--- config.mk ---
export PLATFORM = sky130hd
export DESIGN_NAME = seq_alu
export DESIGN_NICKNAME = d
export VERILOG_FILES = /design/src/rtl/alu_pkg.sv /design/src/rtl/seq_muldiv.sv /design/src/rtl/seq_alu.sv
export SDC_FILE = /design/constraint.sdc
export NUM_CORES = 1
export LEC_CHECK = 0
export CAP_MARGIN = 5
export CELL_PAD_IN_SITES_DETAIL_PLACEMENT = 1
export CELL_PAD_IN_SITES_GLOBAL_PLACEMENT = 2
export CORE_ASPECT_RATIO = 1.75
export CORE_MARGIN = 1.5
export CORE_UTILIZATION = 28
export DETAILED_ROUTE_END_ITERATION = 8
export PLACE_DENSITY_LB_ADDON = 0.1
export SLEW_MARGIN = 20
export SYNTH_ARGS = -nofsm -noshare
export SYNTH_HDL_FRONTEND = slang
export SYNTH_SLANG_ARGS = --single-unit
export TNS_END_PERCENT = 5
--- constraint.sdc ---
create_clock -name clk -period 8.5 [get_ports clk]
set_input_delay 2.125 -clock clk [delete_from_list [all_inputs] [get_ports clk]]
set_output_delay 2.125 -clock clk [all_outputs]
set_load 0.01 [all_outputs]
--- src/rtl/alu_pkg.sv ---
// Shared opcode encoding, handshake FSM states and decode helpers for seq_alu.
package alu_pkg;

   // 4-bit alu_control encoding, unchanged from the single-cycle datapath ALU
   localparam logic [3:0] OP_AND  = 4'b0000;
   localparam logic [3:0] OP_OR   = 4'b0001;
   localparam logic [3:0] OP_ADD  = 4'b0010;
   localparam logic [3:0] OP_XOR  = 4'b0100;
   localparam logic [3:0] OP_MUL  = 4'b0101;
   localparam logic [3:0] OP_SUB  = 4'b0110;
   localparam logic [3:0] OP_SLTU = 4'b0111;
   localparam logic [3:0] OP_SLL  = 4'b1000;
   localparam logic [3:0] OP_SRL  = 4'b1001;
   localparam logic [3:0] OP_SRA  = 4'b1010;
   localparam logic [3:0] OP_DIV  = 4'b1011;
   localparam logic [3:0] OP_NOR  = 4'b1100;
   localparam logic [3:0] OP_SLT  = 4'b1101;

   // Handshake FSM encoding
   localparam logic [1:0] IDLE = 2'd0;
   localparam logic [1:0] BUSY = 2'd1;
   localparam logic [1:0] DONE = 2'd2;

   // Status flags produced alongside every result
   typedef struct packed {
      logic zero;
      logic overflow;
      logic div_by_zero;
   } alu_flags_t;

   // MUL always iterates; DIV iterates unless the divisor is zero
   function automatic logic needs_engine(input logic [3:0] op, input logic b_is_zero);
      return (op == OP_MUL) || ((op == OP_DIV) && !b_is_zero);
   endfunction

endpackage

--- src/rtl/seq_muldiv.sv ---
// Iterative unsigned shift-add multiplier / restoring divider, one bit per cycle.
// The first iteration is folded into the start cycle so the engine finishes
// WIDTH edges after start, with done pulsing in the cycle after the last step.
module seq_muldiv #(
   parameter int unsigned WIDTH = 32
) (
   input  logic             clk,
   input  logic             reset,
   input  logic             start,
   input  logic             is_div,
   input  logic [WIDTH-1:0] a,
   input  logic [WIDTH-1:0] b,
   output logic             busy,
   output logic             done,
   output logic [WIDTH-1:0] lo,
   output logic [WIDTH-1:0] hi
);

   localparam int unsigned SHW = $clog2(WIDTH);
   localparam int unsigned CW  = SHW + 1;

   logic [WIDTH-1:0] m;
   logic             div_q;
   logic [CW-1:0]    cnt;

   // One iteration: hi is the partial product / remainder, lo the multiplier / quotient
   function automatic logic [2*WIDTH-1:0] step(input logic d,
                                               input logic [WIDTH-1:0] h,
                                               input logic [WIDTH-1:0] l,
                                               input logic [WIDTH-1:0] mm);
      logic [WIDTH:0] sum;
      logic [WIDTH:0] r;
      logic [WIDTH:0] trial;
      r     = {h, l[WIDTH-1]};
      trial = r - {1'b0, mm};
      sum   = {1'b0, h} + (l[0] ? {1'b0, mm} : {(WIDTH+1){1'b0}});
      if (d) begin
         if (trial[WIDTH]) step = {r[WIDTH-1:0], l[WIDTH-2:0], 1'b0};
         else              step = {trial[WIDTH-1:0], l[WIDTH-2:0], 1'b1};
      end else begin
         step = {sum, l[WIDTH-1:1]};
      end
   endfunction

   // Operand shadows, iteration counter and the shared hi/lo shift registers
   always_ff @(posedge clk or posedge reset) begin
      if (reset) begin
         busy  <= 1'b0;
         done  <= 1'b0;
         cnt   <= '0;
         m     <= '0;
         div_q <= 1'b0;
         lo    <= '0;
         hi    <= '0;
      end else begin
         done <= 1'b0;
         if (start) begin
            {hi, lo} <= step(is_div, '0, is_div ? a : b, is_div ? b : a);
            m        <= is_div ? b : a;
            div_q    <= is_div;
            cnt      <= CW'(WIDTH - 1);
            busy     <= 1'b1;
         end else if (busy) begin
            {hi, lo} <= step(div_q, hi, lo, m);
            cnt      <= cnt - CW'(1);
            if (cnt == CW'(1)) begin
               busy <= 1'b0;
               done <= 1'b1;
            end
         end
      end
   end

endmodule

--- src/rtl/seq_alu.sv ---
// Handshaked ALU: single-cycle logic/arith/shift ops plus iterative MUL/DIV.
module seq_alu
   import alu_pkg::*;
#(
   parameter  int unsigned WIDTH = 32,
   localparam int unsigned SHW   = $clog2(WIDTH)
) (
   input  logic             clk,
   input  logic             reset,
   input  logic             in_valid,
   output logic             in_ready,
   input  logic [WIDTH-1:0] a,
   input  logic [WIDTH-1:0] b,
   input  logic [SHW-1:0]   shamt,
   input  logic [3:0]       alu_control,
   output logic             out_valid,
   input  logic             out_ready,
   output logic [WIDTH-1:0] result,
   output logic [WIDTH-1:0] result_hi,
   output logic             zero,
   output logic             overflow,
   output logic             div_by_zero
);

   logic [1:0]       state, state_nxt;
   logic             xfer_in, xfer_out, start, b_zero;
   logic [WIDTH-1:0] sum, diff;
   logic [WIDTH-1:0] res_c, res_hi_c;
   alu_flags_t       flags_c;
   logic             md_busy, md_done;
   logic [WIDTH-1:0] md_lo, md_hi;

   assign b_zero   = (b == '0);
   assign xfer_in  = in_valid && (state == IDLE) && !md_busy;
   assign xfer_out = out_valid && out_ready;
   assign start    = xfer_in && needs_engine(alu_control, b_zero);
   assign sum      = a + b;
   assign diff     = a - b;

   seq_muldiv #(.WIDTH(WIDTH)) u_muldiv (
      .clk    (clk),
      .reset  (reset),
      .start  (start),
      .is_div (alu_control == OP_DIV),
      .a      (a),
      .b      (b),
      .busy   (md_busy),
      .done   (md_done),
      .lo     (md_lo),
      .hi     (md_hi)
   );

   // Single-cycle result, high word and flags for the current request
   always_comb begin
      res_c    = '0;
      res_hi_c = '0;
      flags_c  = '0;
      case (alu_control)
         OP_AND:  res_c = a & b;
         OP_OR:   res_c = a | b;
         OP_XOR:  res_c = a ^ b;
         OP_NOR:  res_c = ~(a | b);
         OP_SUB: begin
            res_c            = diff;
            flags_c.overflow = (a[WIDTH-1] != b[WIDTH-1]) && (diff[WIDTH-1] != a[WIDTH-1]);
         end
         OP_SLTU: res_c = WIDTH'(a < b);
         OP_SLT:  res_c = WIDTH'($signed(a) < $signed(b));
         OP_SLL:  res_c = a << shamt;
         OP_SRL:  res_c = a >> shamt;
         OP_SRA:  res_c = WIDTH'($signed(a) >>> shamt);
         OP_MUL:  res_c = '0;
         OP_DIV: begin
            // only reached with b == 0; nonzero divisors go through the engine
            res_c               = '1;
            res_hi_c            = a;
            flags_c.div_by_zero = 1'b1;
         end
         default: begin
            res_c            = sum;
            flags_c.overflow = (a[WIDTH-1] == b[WIDTH-1]) && (sum[WIDTH-1] != a[WIDTH-1]);
         end
      endcase
      flags_c.zero = (res_c == '0);
   end

   // FSM state register
   always_ff @(posedge clk or posedge reset) begin
      if (reset) state <= IDLE;
      else       state <= state_nxt;
   end

   // FSM next-state logic
   always_comb begin
      state_nxt = state;
      case (state)
         IDLE:    if (xfer_in)  state_nxt = start ? BUSY : DONE;
         BUSY:    if (md_done)  state_nxt = DONE;
         DONE:    if (xfer_out) state_nxt = IDLE;
         default: state_nxt = IDLE;
      endcase
   end

   // Registered handshake outputs, result and flags
   always_ff @(posedge clk or posedge reset) begin
      if (reset) begin
         in_ready    <= 1'b1;
         out_valid   <= 1'b0;
         result      <= '0;
         result_hi   <= '0;
         zero        <= 1'b0;
         overflow    <= 1'b0;
         div_by_zero <= 1'b0;
      end else begin
         in_ready  <= (state_nxt == IDLE);
         out_valid <= (state_nxt == DONE);
         if (xfer_in && !start) begin
            result      <= res_c;
            result_hi   <= res_hi_c;
            zero        <= flags_c.zero;
            overflow    <= flags_c.overflow;
            div_by_zero <= flags_c.div_by_zero;
         end else if ((state == BUSY) && md_done) begin
            result      <= md_lo;
            result_hi   <= md_hi;
            zero        <= (md_lo == '0);
            overflow    <= 1'b0;
            div_by_zero <= 1'b0;
         end
      end
   end

endmodule

==> metrics <==
status=complete, no violations; Seq/Total Area, Yosys=0.194; reg-to-reg slack, setup=3.43 ns; I/O Pins=~150; post-route setup slack=around 1.2 ns; Routed WL=139 mm; post-CTS sizing=0; CTS Buf Count=17; Leakage=10.8 nW; DR WL/cell=34.0 µm; GPL Wtd Cong=roughly 1.1; vias in the first global route=26.6k; biggest cell delay along the critical path=between 0.9 and 1 ns; Final setup viols=0; Worst Path Buf+Inv=4; hold buffers post-CTS=0; Worst-path clk slew=roughly 0.09 ns; startpoint types=input pin; clk sinks=176; min Tclk post-route=between 7 and 8 ns; vias per cell=just over 6; top_reg_cell synth=dfrtp_1; Crit path max-delay family=compound AO/OA/AOI/OAI gates; Post-synth ARST share=1.00; postcts setup bufs=0; DR pass1 iterations=5; most frequent cells in the layout=361 x nand2_1, 219 x a21oi_1, 217 x nor2_1, 174 x dfrtp_1, 164 x ha_1; Die Span Y=380 µm; Mapped Nets=3215; final hold violation count=0; Reg-to-Reg Start=u_muldiv.lo[31]; Final Skew=between 0.02 and 0.025 ns; largest net degree at the start of global routing=70; Post-synth EDFFs=0; Max Cap Viol=0; Fmax=136 MHz; Finished Cell Area=0.0262 mm²; total track usage=0.332; Core ar.=0.0806 mm²; worst path cell trace=clkdlybuf4s50_1 > inv_1 > ha_1 > nor3_1 > o31ai_1 > a21oi_1 > o21ai_0 > or2_2 > a21oi_1 > o32ai_1 > nor4bb_1 > buf_4 > nor4bb_1 > buf_4 > o2111a_1 > nand4_1 > o41ai_2; antenna violations before repair=4; Port Buffer Count=approximately 150; Slew @ Worst Pin=about 1.2 ns; worst relative slew slack=0.185; Crit-path slowest cell=clkdlybuf4s50_1; Fillers=9620; commonest non-fill, non-tap cell in the layout=nand2_1; Overflow after GRT=0; yosys warns=0; clk buf depth=2; Die Span X=about 220 µm; Peak VDD IR=about 0.13 mV; Crit Path Category=in -> reg; Critical Path AT=7.73 ns; TritonCTS clock tree=yes; share of cells above drive strength 1=0.0982; synth unique cells=90; syn avg cell area=7.65 µm²; Syn Std Cell Area=approximately 0.023 mm²; min-delay src=div_by_zero; vias=roughly 25k; pwr/cell area=around 100 mW/mm²; first-pass GRT wire length=approximately 200 mm; clk_lat worst skew=0.50 ns; die area=0.0830 mm²; antenna viol nets, final=0; Worst setup EP type=flip-flop; total power=2.74 mW; Worst EP required=8.89 ns; post-place setup slack=roughly 0.92 ns; Fin Setup TNS=0 ns; fin nets=approximately 3.3k; #FFs+latches synth=between 150 and 200; Post-DP Area=between 0.02 and 0.03 mm²; H-Tree Depth=4; HPWL Detailed=112 mm; RSZ-0062 raised after global routing=false; root buf cell=clkbuf_16; Syn-to-layout area delta=15.1%; Min-Delay Path Class=reg -> reg; Starting Density=0.282; DRC viols=0; pins over their slew limit=0; site row count=138; Initial DRC Count=1930; CP Launch Point=a[1]; crit share post-route=0.864; Worst Path Max Fanout=15; cell count after synthesis=around 3k
## through the flow
stage               hold slack, ns  utilization  instances
finish                       0.482        0.324       4089
global route                 0.508        0.324       4087
CTS                          0.485        0.324       4086
detailed placement           0.466        0.317       4054
global placement             0.462        0.316       4054
floorplan                    0.464            -       2970
## final timing paths
check                                   to  cells past startpoint
min reg2reg                    div_by_zero                      1
max                                   zero                     17
max reg2reg                u_muldiv.hi[24]                     17
min                            div_by_zero                      1
min in group asynchronous  u_muldiv.cnt[1]                      2
max in group asynchronous   u_muldiv.div_q                      3
## flip-flops by register name, summed over array words and instances, names as in the netlist
| register | count |
|---|---|
| result | 32 |
| result_hi | 32 |
| u_muldiv.hi | 32 |
| u_muldiv.lo | 32 |
| u_muldiv.m | 32 |
| u_muldiv.cnt | 6 |
| state | 2 |
| div_by_zero | 1 |
| in_ready | 1 |
| out_valid | 1 |
| overflow | 1 |
| u_muldiv.busy | 1 |
| u_muldiv.div_q | 1 |
| u_muldiv.done | 1 |
| zero | 1 |
## logic make-up (layout without fill, tap and decap cells)
| group | count (synthesis) | count (layout) | synth area share |
|---|---|---|---|
| other | 0 | 3 | 0 |
| adder cells (fa/ha/maj) | 168 | 168 | 0.0938 |
| flip-flops | 176 | 176 | 0.194 |
| AO/OA/AOI/OAI | 948 | 948 | 0.284 |
| XOR/XNOR | 73 | 73 | 0.0281 |
| multiplexers | 226 | 226 | 0.128 |
| AND/OR/NAND/NOR | 973 | 973 | 0.199 |
| buffers and inverters | 406 | 472 | 0.0731 |
## cells in the mapped netlist (27+ instances only)
| cell type | count | area share |
|---|---|---|
| inv_1 | 164 | 0.027 |
| nor3_1 | 50 | 0.011 |
| o21ai_0 | 153 | 0.034 |
| mux4_2 | 49 | 0.049 |
| o221ai_1 | 63 | 0.024 |
| nand2b_1 | 32 | 0.0088 |
| nor2_1 | 224 | 0.037 |
| mux2i_1 | 151 | 0.066 |
| nor2b_1 | 42 | 0.012 |
| nand3_1 | 90 | 0.020 |
| nand2_1 | 361 | 0.060 |
| and2_1 | 40 | 0.011 |
| a22oi_1 | 58 | 0.019 |
| a211oi_1 | 47 | 0.016 |
| clkbuf_1 | 168 | 0.028 |
| a21oi_1 | 219 | 0.048 |
| ha_1 | 164 | 0.090 |
| o22ai_1 | 27 | 0.0074 |
| nor4_1 | 27 | 0.0074 |
| a31oi_1 | 58 | 0.016 |
| dfrtp_1 | 175 | 0.19 |
| o211ai_1 | 32 | 0.011 |
| buf_2 | 39 | 0.0086 |
| xor2_1 | 29 | 0.011 |
| xnor2_1 | 44 | 0.017 |
| and3_1 | 33 | 0.0091 |
| a21o_1 | 51 | 0.017 |
## metal layers
metal	track usage	up-vias	wire length, µm
met5	0	-	45
met4	0.249	2	11900
met3	0.0344	350	5590
met2	0.584	946	69800
met1	0.363	12800	51600
li1	-	11100	-
## final cells by class
class                      instances  area, µm²  area share
multi-input combinational       2388      16800       0.641
sequential                       176       4410       0.168
timing repair buffer             274       2410      0.0921
tap                             1050       1310      0.0502
inverter                         166        631      0.0241
clock buffer                      17        425      0.0163
clock inverter                    15        199     0.00760
antenna                            3       7.51    0.000287
## power by group
group          switching (mW)  total, mW  internal (mW)  leakage, nW
clock                   0.471      0.879          0.408        0.302
sequential                  0      0.836          0.836         1.98
combinational           0.705       1.02          0.319         8.52
total                    1.18       2.74           1.56         10.8
Note: power is estimated with default switching activity, not from simulation.
